**src/rtl/spwm_gate_monitor.sv**
```systemverilog
// spwm_gate_monitor: shoot-through / dead-time supervisor on synchronized SPWM gate-pin readback.
// Define SPWM_MON_DEADTIME_CHECK_EN to build the dead-time check; without it only shoot-through is detected.
module spwm_gate_monitor #(
    parameter int unsigned DT_MIN    = 8,
    parameter int unsigned ST_FILT   = 1,
    parameter int unsigned BLANK_CYC = 16
) (
    input  logic       clk,
    input  logic       rst_n,
    input  logic       mode_sel,
    input  logic       enable,
    input  logic       fault_clr,
    input  logic       pin_H,
    input  logic       pin_L,
    input  logic       pin_H1,
    input  logic       pin_L1,
    input  logic       pin_H2,
    input  logic       pin_L2,
    output logic       armed,
    output logic       fault,
    output logic [2:0] fault_leg,
    output logic [1:0] fault_type
);
    typedef enum logic [1:0] {DISARMED, BLANK, ARMED, FAULT} state_t;

    localparam logic [7:0] ST_LIM    = 8'(ST_FILT);
    localparam logic [7:0] BLANK_LIM = 8'(BLANK_CYC);

    state_t     state, next_state;
    logic [2:0] h_s1, h_s2, l_s1, l_s2;
    logic [2:0] ov, st_det, dt_det, det_leg;
    logic [1:0] det_type;
    logic [7:0] st_cnt [3];
    logic [7:0] blank_cnt;
    logic       mode_prev, mode_chg, blank_load;

    // NOTE: sequential state uses non-blocking assignments so every flop samples pre-edge values.
    always_ff @(posedge clk or negedge rst_n) begin
        if (!rst_n) begin
            h_s1      <= '0;
            h_s2      <= '0;
            l_s1      <= '0;
            l_s2      <= '0;
            mode_prev <= 1'b0;
        end else begin
            h_s1      <= {pin_H2, pin_H1, pin_H};
            l_s1      <= {pin_L2, pin_L1, pin_L};
            h_s2      <= h_s1;
            l_s2      <= l_s1;
            mode_prev <= mode_sel;
        end
    end

    assign ov       = h_s2 & l_s2;
    assign mode_chg = mode_sel ^ mode_prev;

    // NOTE: the counter arrays are plain flops and are cleared by reset like any other state.
    always_ff @(posedge clk or negedge rst_n) begin
        if (!rst_n) begin
            for (int i = 0; i < 3; i++) st_cnt[i] <= '0;
        end else begin
            for (int i = 0; i < 3; i++) begin
                if (!ov[i])                 st_cnt[i] <= '0;
                else if (st_cnt[i] != ST_LIM) st_cnt[i] <= st_cnt[i] + 8'd1;
            end
        end
    end

    // Detection fires on the edge that would bring the run length up to ST_FILT.
    always_comb begin
        st_det = '0;
        for (int i = 0; i < 3; i++) st_det[i] = ov[i] && (st_cnt[i] >= ST_LIM - 8'd1);
    end

`ifdef SPWM_MON_DEADTIME_CHECK_EN
    localparam logic [7:0] DT_LIM = 8'(DT_MIN);

    logic [2:0] h_prev, l_prev, last_fall_h;
    logic [2:0] h_rise, l_rise, h_fall, l_fall;
    logic [7:0] dt_cnt [3];

    assign h_rise = h_s2 & ~h_prev;
    assign l_rise = l_s2 & ~l_prev;
    assign h_fall = h_prev & ~h_s2;
    assign l_fall = l_prev & ~l_s2;

    always_ff @(posedge clk or negedge rst_n) begin
        if (!rst_n) begin
            h_prev      <= '0;
            l_prev      <= '0;
            last_fall_h <= '1;
            for (int i = 0; i < 3; i++) dt_cnt[i] <= '0;
        end else begin
            h_prev <= h_s2;
            l_prev <= l_s2;
            for (int i = 0; i < 3; i++) begin
                if (h_fall[i])      last_fall_h[i] <= 1'b1;
                else if (l_fall[i]) last_fall_h[i] <= 1'b0;
                if (h_s2[i] || l_s2[i])       dt_cnt[i] <= '0;
                else if (dt_cnt[i] != DT_LIM) dt_cnt[i] <= dt_cnt[i] + 8'd1;
            end
        end
    end

    // A fall on this very edge counts as the latest fall for the opposite side's rise.
    always_comb begin
        dt_det = '0;
        for (int i = 0; i < 3; i++)
            dt_det[i] = (dt_cnt[i] < DT_LIM) &&
                        ((l_rise[i] && (last_fall_h[i] || h_fall[i])) ||
                         (h_rise[i] && (!last_fall_h[i] || l_fall[i])));
    end
`else
    logic unused_dt_min;
    assign unused_dt_min = ^8'(DT_MIN);
    assign dt_det        = '0;
`endif

    assign det_leg  = st_det | dt_det;
    assign det_type = {|dt_det, |st_det};

    always_ff @(posedge clk or negedge rst_n) begin
        if (!rst_n) state <= DISARMED;
        else        state <= next_state;
    end

    // NOTE: next_state gets a default before the case so no latch is inferred.
    always_comb begin
        next_state = state;
        case (state)
            DISARMED: if (enable) next_state = BLANK;
            BLANK: begin
                if (!enable)              next_state = DISARMED;
                else if (!mode_chg && blank_cnt == 8'd0) next_state = ARMED;
            end
            ARMED: begin
                if (!enable)       next_state = DISARMED;
                else if (mode_chg) next_state = BLANK;
                else if (|det_leg) next_state = FAULT;
            end
            FAULT:   if (fault_clr && ov == 3'b000) next_state = BLANK;
            default: next_state = DISARMED;
        endcase
    end

    always_comb begin
        armed = (state == ARMED);
    end

    // Reload on every entry into BLANK and on a mode change while already blanking.
    assign blank_load = (next_state == BLANK) && ((state != BLANK) || mode_chg);

    always_ff @(posedge clk or negedge rst_n) begin
        if (!rst_n)                                blank_cnt <= '0;
        else if (blank_load)                       blank_cnt <= BLANK_LIM;
        else if (state == BLANK && blank_cnt != 0) blank_cnt <= blank_cnt - 8'd1;
    end

    always_ff @(posedge clk or negedge rst_n) begin
        if (!rst_n) begin
            fault      <= 1'b0;
            fault_leg  <= '0;
            fault_type <= '0;
        end else if (state == ARMED && next_state == FAULT) begin
            fault      <= 1'b1;
            fault_leg  <= det_leg;
            fault_type <= det_type;
        end else if (state == FAULT && next_state != FAULT) begin
            fault      <= 1'b0;
            fault_leg  <= '0;
            fault_type <= '0;
        end
    end
endmodule

```
**config.mk**
```make
export PLATFORM = sky130hd
export DESIGN_NAME = spwm_gate_monitor
export DESIGN_NICKNAME = d
export VERILOG_FILES = /design/src/rtl/spwm_gate_monitor.sv
export SDC_FILE = /design/constraint.sdc
export NUM_CORES = 1
export LEC_CHECK = 0
export ABC_AREA = 1
export BUFFER_PORTS_ARGS = -buffer_cell sky130_fd_sc_hd__buf_2
export CORE_MARGIN = 5
export CORE_UTILIZATION = 45
export CTS_BUF_LIST = sky130_fd_sc_hd__clkbuf_2
export DETAILED_ROUTE_END_ITERATION = 16
export GPL_ROUTABILITY_DRIVEN = 0
export SLEW_MARGIN = 40
export SYNTH_ARGS = -nofsm -noshare
export SYNTH_HDL_FRONTEND = slang
export SYNTH_SLANG_ARGS = --single-unit
```
**constraint.sdc**
```tcl
create_clock -name clk -period 1.63 [get_ports clk]
set_input_delay 0.163 -clock clk [delete_from_list [all_inputs] [get_ports clk]]
set_output_delay 0.163 -clock clk [all_outputs]
set_load 0.02 [all_outputs]
```
==> summary.json <==
{
  "placement": {
    "place_hpwl_um": 1590,
    "postPlaceCellArea_um2": 1410,
    "io_buffer_count": 16
  },
  "drt": {
    "route.vias.total": 925,
    "antenna_left": 0,
    "drc": 0,
    "firstDrtPassIters": 3,
    "route.detailed.vias_per_inst": 4.58,
    "avgRoutedWirePerCell_um": 10.8,
    "drt-total-wl_um": 2180,
    "detailedRoute.firstIterationViolations": 16
  },
  "finish": {
    "postLayoutCellArea_um2": 1550,
    "final_layout_size_suffix_gt1_share_pct": 25.1,
    "multi_input_area_um2": 482,
    "nets": 185,
    "register_area_um2": 701,
    "layout_overhead_on_the_synthesized_area_pct": 19.4,
    "fillers": 253,
    "antenna_cells": 0
  },
  "cts": {
    "clock_sinks": 28,
    "clkLatencyLatePin_ns": 0.35,
    "cts.clk_slew.worst_paths_ns": 0.26,
    "cts-buffers-inserted": 3,
    "htree_num_levels": 1,
    "clockRootBuffer": "clkbuf_2",
    "tritoncts": "built",
    "clock_buffer_depth": 2
  },
  "grt": {
    "globalRouteOverflowTotal": 0,
    "first_global_vias": 1037,
    "global_route.usage.total_pct": 12.7,
    "grt_antenna_before_repair": 0,
    "wire_length_of_the_first_global_routing_pass_um": 4190,
    "grt_max_degree": 29
  },
  "setup_path": {
    "worst-endpoint-required_ns": 1.95,
    "crit_path_end_kind": "flop",
    "worstPathArrival_ns": 1.80,
    "critical_path_peak_fanout": 5,
    "path_class": "flop to flop",
    "critical_path.startpoint_type": "flop"
  },
  "die": {
    "die_h_um": 63.7,
    "placementRows": 19,
    "die-width_um": 63.7,
    "floorplan.io_pins": 18,
    "floorplan.die_area_um2": 4050,
    "initial_core_utilization_pct": 47.0,
    "core_area_um2": 2760
  },
  "synthesis": {
    "synth_top_cell_by_area": "dfrtp_1",
    "synth_fp_nets": 156,
    "postSynthCellCount": 143,
    "netlist_area_um2": 1300,
    "synth_largest_type_area_fraction_pct": 54.1,
    "ys_seq_elements": 28,
    "ys_seq_area_share_pct": 54.1,
    "synth_cell_types": 22,
    "ys_warn_count": 0,
    "syn-mean-instance-area_um2": 9.06,
    "synth.area.top_cells": "dfrtp_1, nand2_1, inv_1, nand3_1, xor2_1"
  },
  "power": {
    "switching_fraction_pct": 34.3,
    "power_frac_comb_pct": 32.5,
    "pwr-share-clk_pct": 22.2,
    "net-switching-power_mw": 0.644,
    "p_seq_share_pct": 45.4,
    "p_total_mw": 1.88,
    "power.internal_mw": 1.24,
    "max-vdd-ir-drop_mv": 0.854,
    "cellLeakagePower_nw": 0.896,
    "power_density_nw_per_um2": 1220
  },
  "sta": {
    "timing.final.hold_violations": 0,
    "drv_slew": 0,
    "clock-skew-final_ns": 0.00181,
    "period_needed_ns": 1.47,
    "report.final.setup_viol": 0,
    "timing_worst_slew_pin_value_ns": 0.617,
    "final_min_period_over_clock_period_pct": 90.3,
    "slew_headroom_pct": 58.9,
    "setup-tns-final_ns": 0,
    "clock.fmax_ghz": 0.679
  },
  "min_path": {
    "holdCritPathClass": "input port to flop"
  },
  "run_status": {
    "run_status": "finished, final reports clean"
  },
  "job": {
    "max_cap_viol_count": 0
  }
}
==> power groups by stage <==
stage | Sequential (mW) | Clock [mW] | Combinational [mW]
final | 0.854 | 0.417 | 0.611
after global routing | 0.870 | 0.461 | 0.717
after CTS | 0.853 | 0.429 | 0.596
after detailed placement | 0.866 | 0 | 0.574
after global placement | 0.861 | 0 | 0.562
after floorplan | 0.852 | 0 | 0.468
==> cell families after synthesis <==
logic type               Yosys count  share of synthesized area (%)
AO/OA/AOI/OAI                      4                           1.74
buffers and inverters             31                           9.36
other                              1                          0.289
adder cells (fa/ha/maj)            2                           1.93
AND/OR/NAND/NOR                   72                           29.2
flip-flops                        28                           54.1
XOR/XNOR                           5                           3.38
==> Yosys cell counts <==
cell type and number:
nor2_1 5, conb_1 1, nand3_1 11, clkinv_2 1, nand3_4 1, nand2_2 5, a21oi_1 1, xor2_1 5
dfrtp_1 28, ha_1 2, nand2_1 34, nor3_1 1, o21ai_0 1, buf_4 1, nor2_2 4, o21ai_1 1
nand4_1 4, nor2_4 3, inv_2 2, o21bai_1 1, inv_1 27, nand3_2 4
==> cell usage in the layout, fill, tap and decap left out, drive strengths merged <==
cell type and instances:
a21oi 1, buf 17, bufinv 1, clkbuf 3, clkinv 1, conb 1, dfrtp 28, dlygate4sd3 8
ha 2, inv 29, nand2 39, nand3 16, nand4 4, nor2 12, nor3 1, o21ai 2
o21bai 1, xor2 5
==> through the flow <==
| stage | hold slack (ns) | setup WS, ns | instances | util [%] |
|---|---|---|---|---|
| after floorplan | -0.133 | 0.254 | 143 | - |
| after detailed placement | 0.212 | 0.110 | 189 | 51.0 |
| final | 0.163 | 0.158 | 202 | 56.1 |
| after global routing | 0.149 | -0.0115 | 202 | 56.1 |
| after CTS | 0.123 | 0.0667 | 201 | 55.6 |
| after global placement | 0.205 | 0.159 | 189 | 51.0 |
==> sequential cells by signal, indices dropped and copies added, names as in the netlist <==
name and count:
h_s2 3, l_s1 3, fault_type 1, fault_leg 3, fault 1, blank_cnt 8
mode_prev 1, l_s2 3, h_s1 3, state 2
==> final cells by class <==
| class | count | share of cell area [%] |
|---|---|---|
| Clock inverter | 1 | 1.94 |
| Inverter | 30 | 7.36 |
| Multi-Input combinational cell | 84 | 31.1 |
| Timing Repair Buffer | 25 | 10.8 |
| Tap cell | 31 | 2.51 |
| Sequential cell | 28 | 45.3 |
| Clock buffer | 3 | 0.970 |
==> worst max-delay path, stage by stage (launching register included) <==
cell     delay [ns]
dfrtp_1        0.45
inv_2          0.08
ha_2           0.18
nand3_2        0.10
nor2_4         0.12
nand3_2        0.09
nand2_1        0.11
nor2_4         0.05
nand2_2        0.09
nand3_1        0.08
nand2_1        0.08
==> per-layer routing <==
metal  up-vias  wire, um  track usage, %
met3         4        69            2.31
met5         -         0               0
li1        485         -               -
met2        12      1080            22.5
met4         0        29            3.90
met1       424      1000            15.4
==> worst paths after layout <==
kind	from	end	slack (ns)	cells after the start
worst max-delay path	blank_cnt[0]	fault_leg[1]	0.16	10
worst min-delay path	fault_clr	state[1]	0.16	4
worst max register to register	blank_cnt[0]	fault_leg[1]	0.16	10
worst min register to register	l_s1[1]	l_s2[1]	0.39	0
max in group asynchronous	rst_n	blank_cnt[2]	0.91	2
min in group asynchronous	rst_n	l_s1[1]	0.33	2
==> what timing repair did <==
item | CTS | global route
hold buffers | 8 | 0
setup buffers | 0 | 1
setup endpoints to repair | 0 | 13
gates resized for setup | 0 | 3
endpoints found under the hold margin | 35 | 0
No activity file was read; power rests on OpenSTA's default activity.
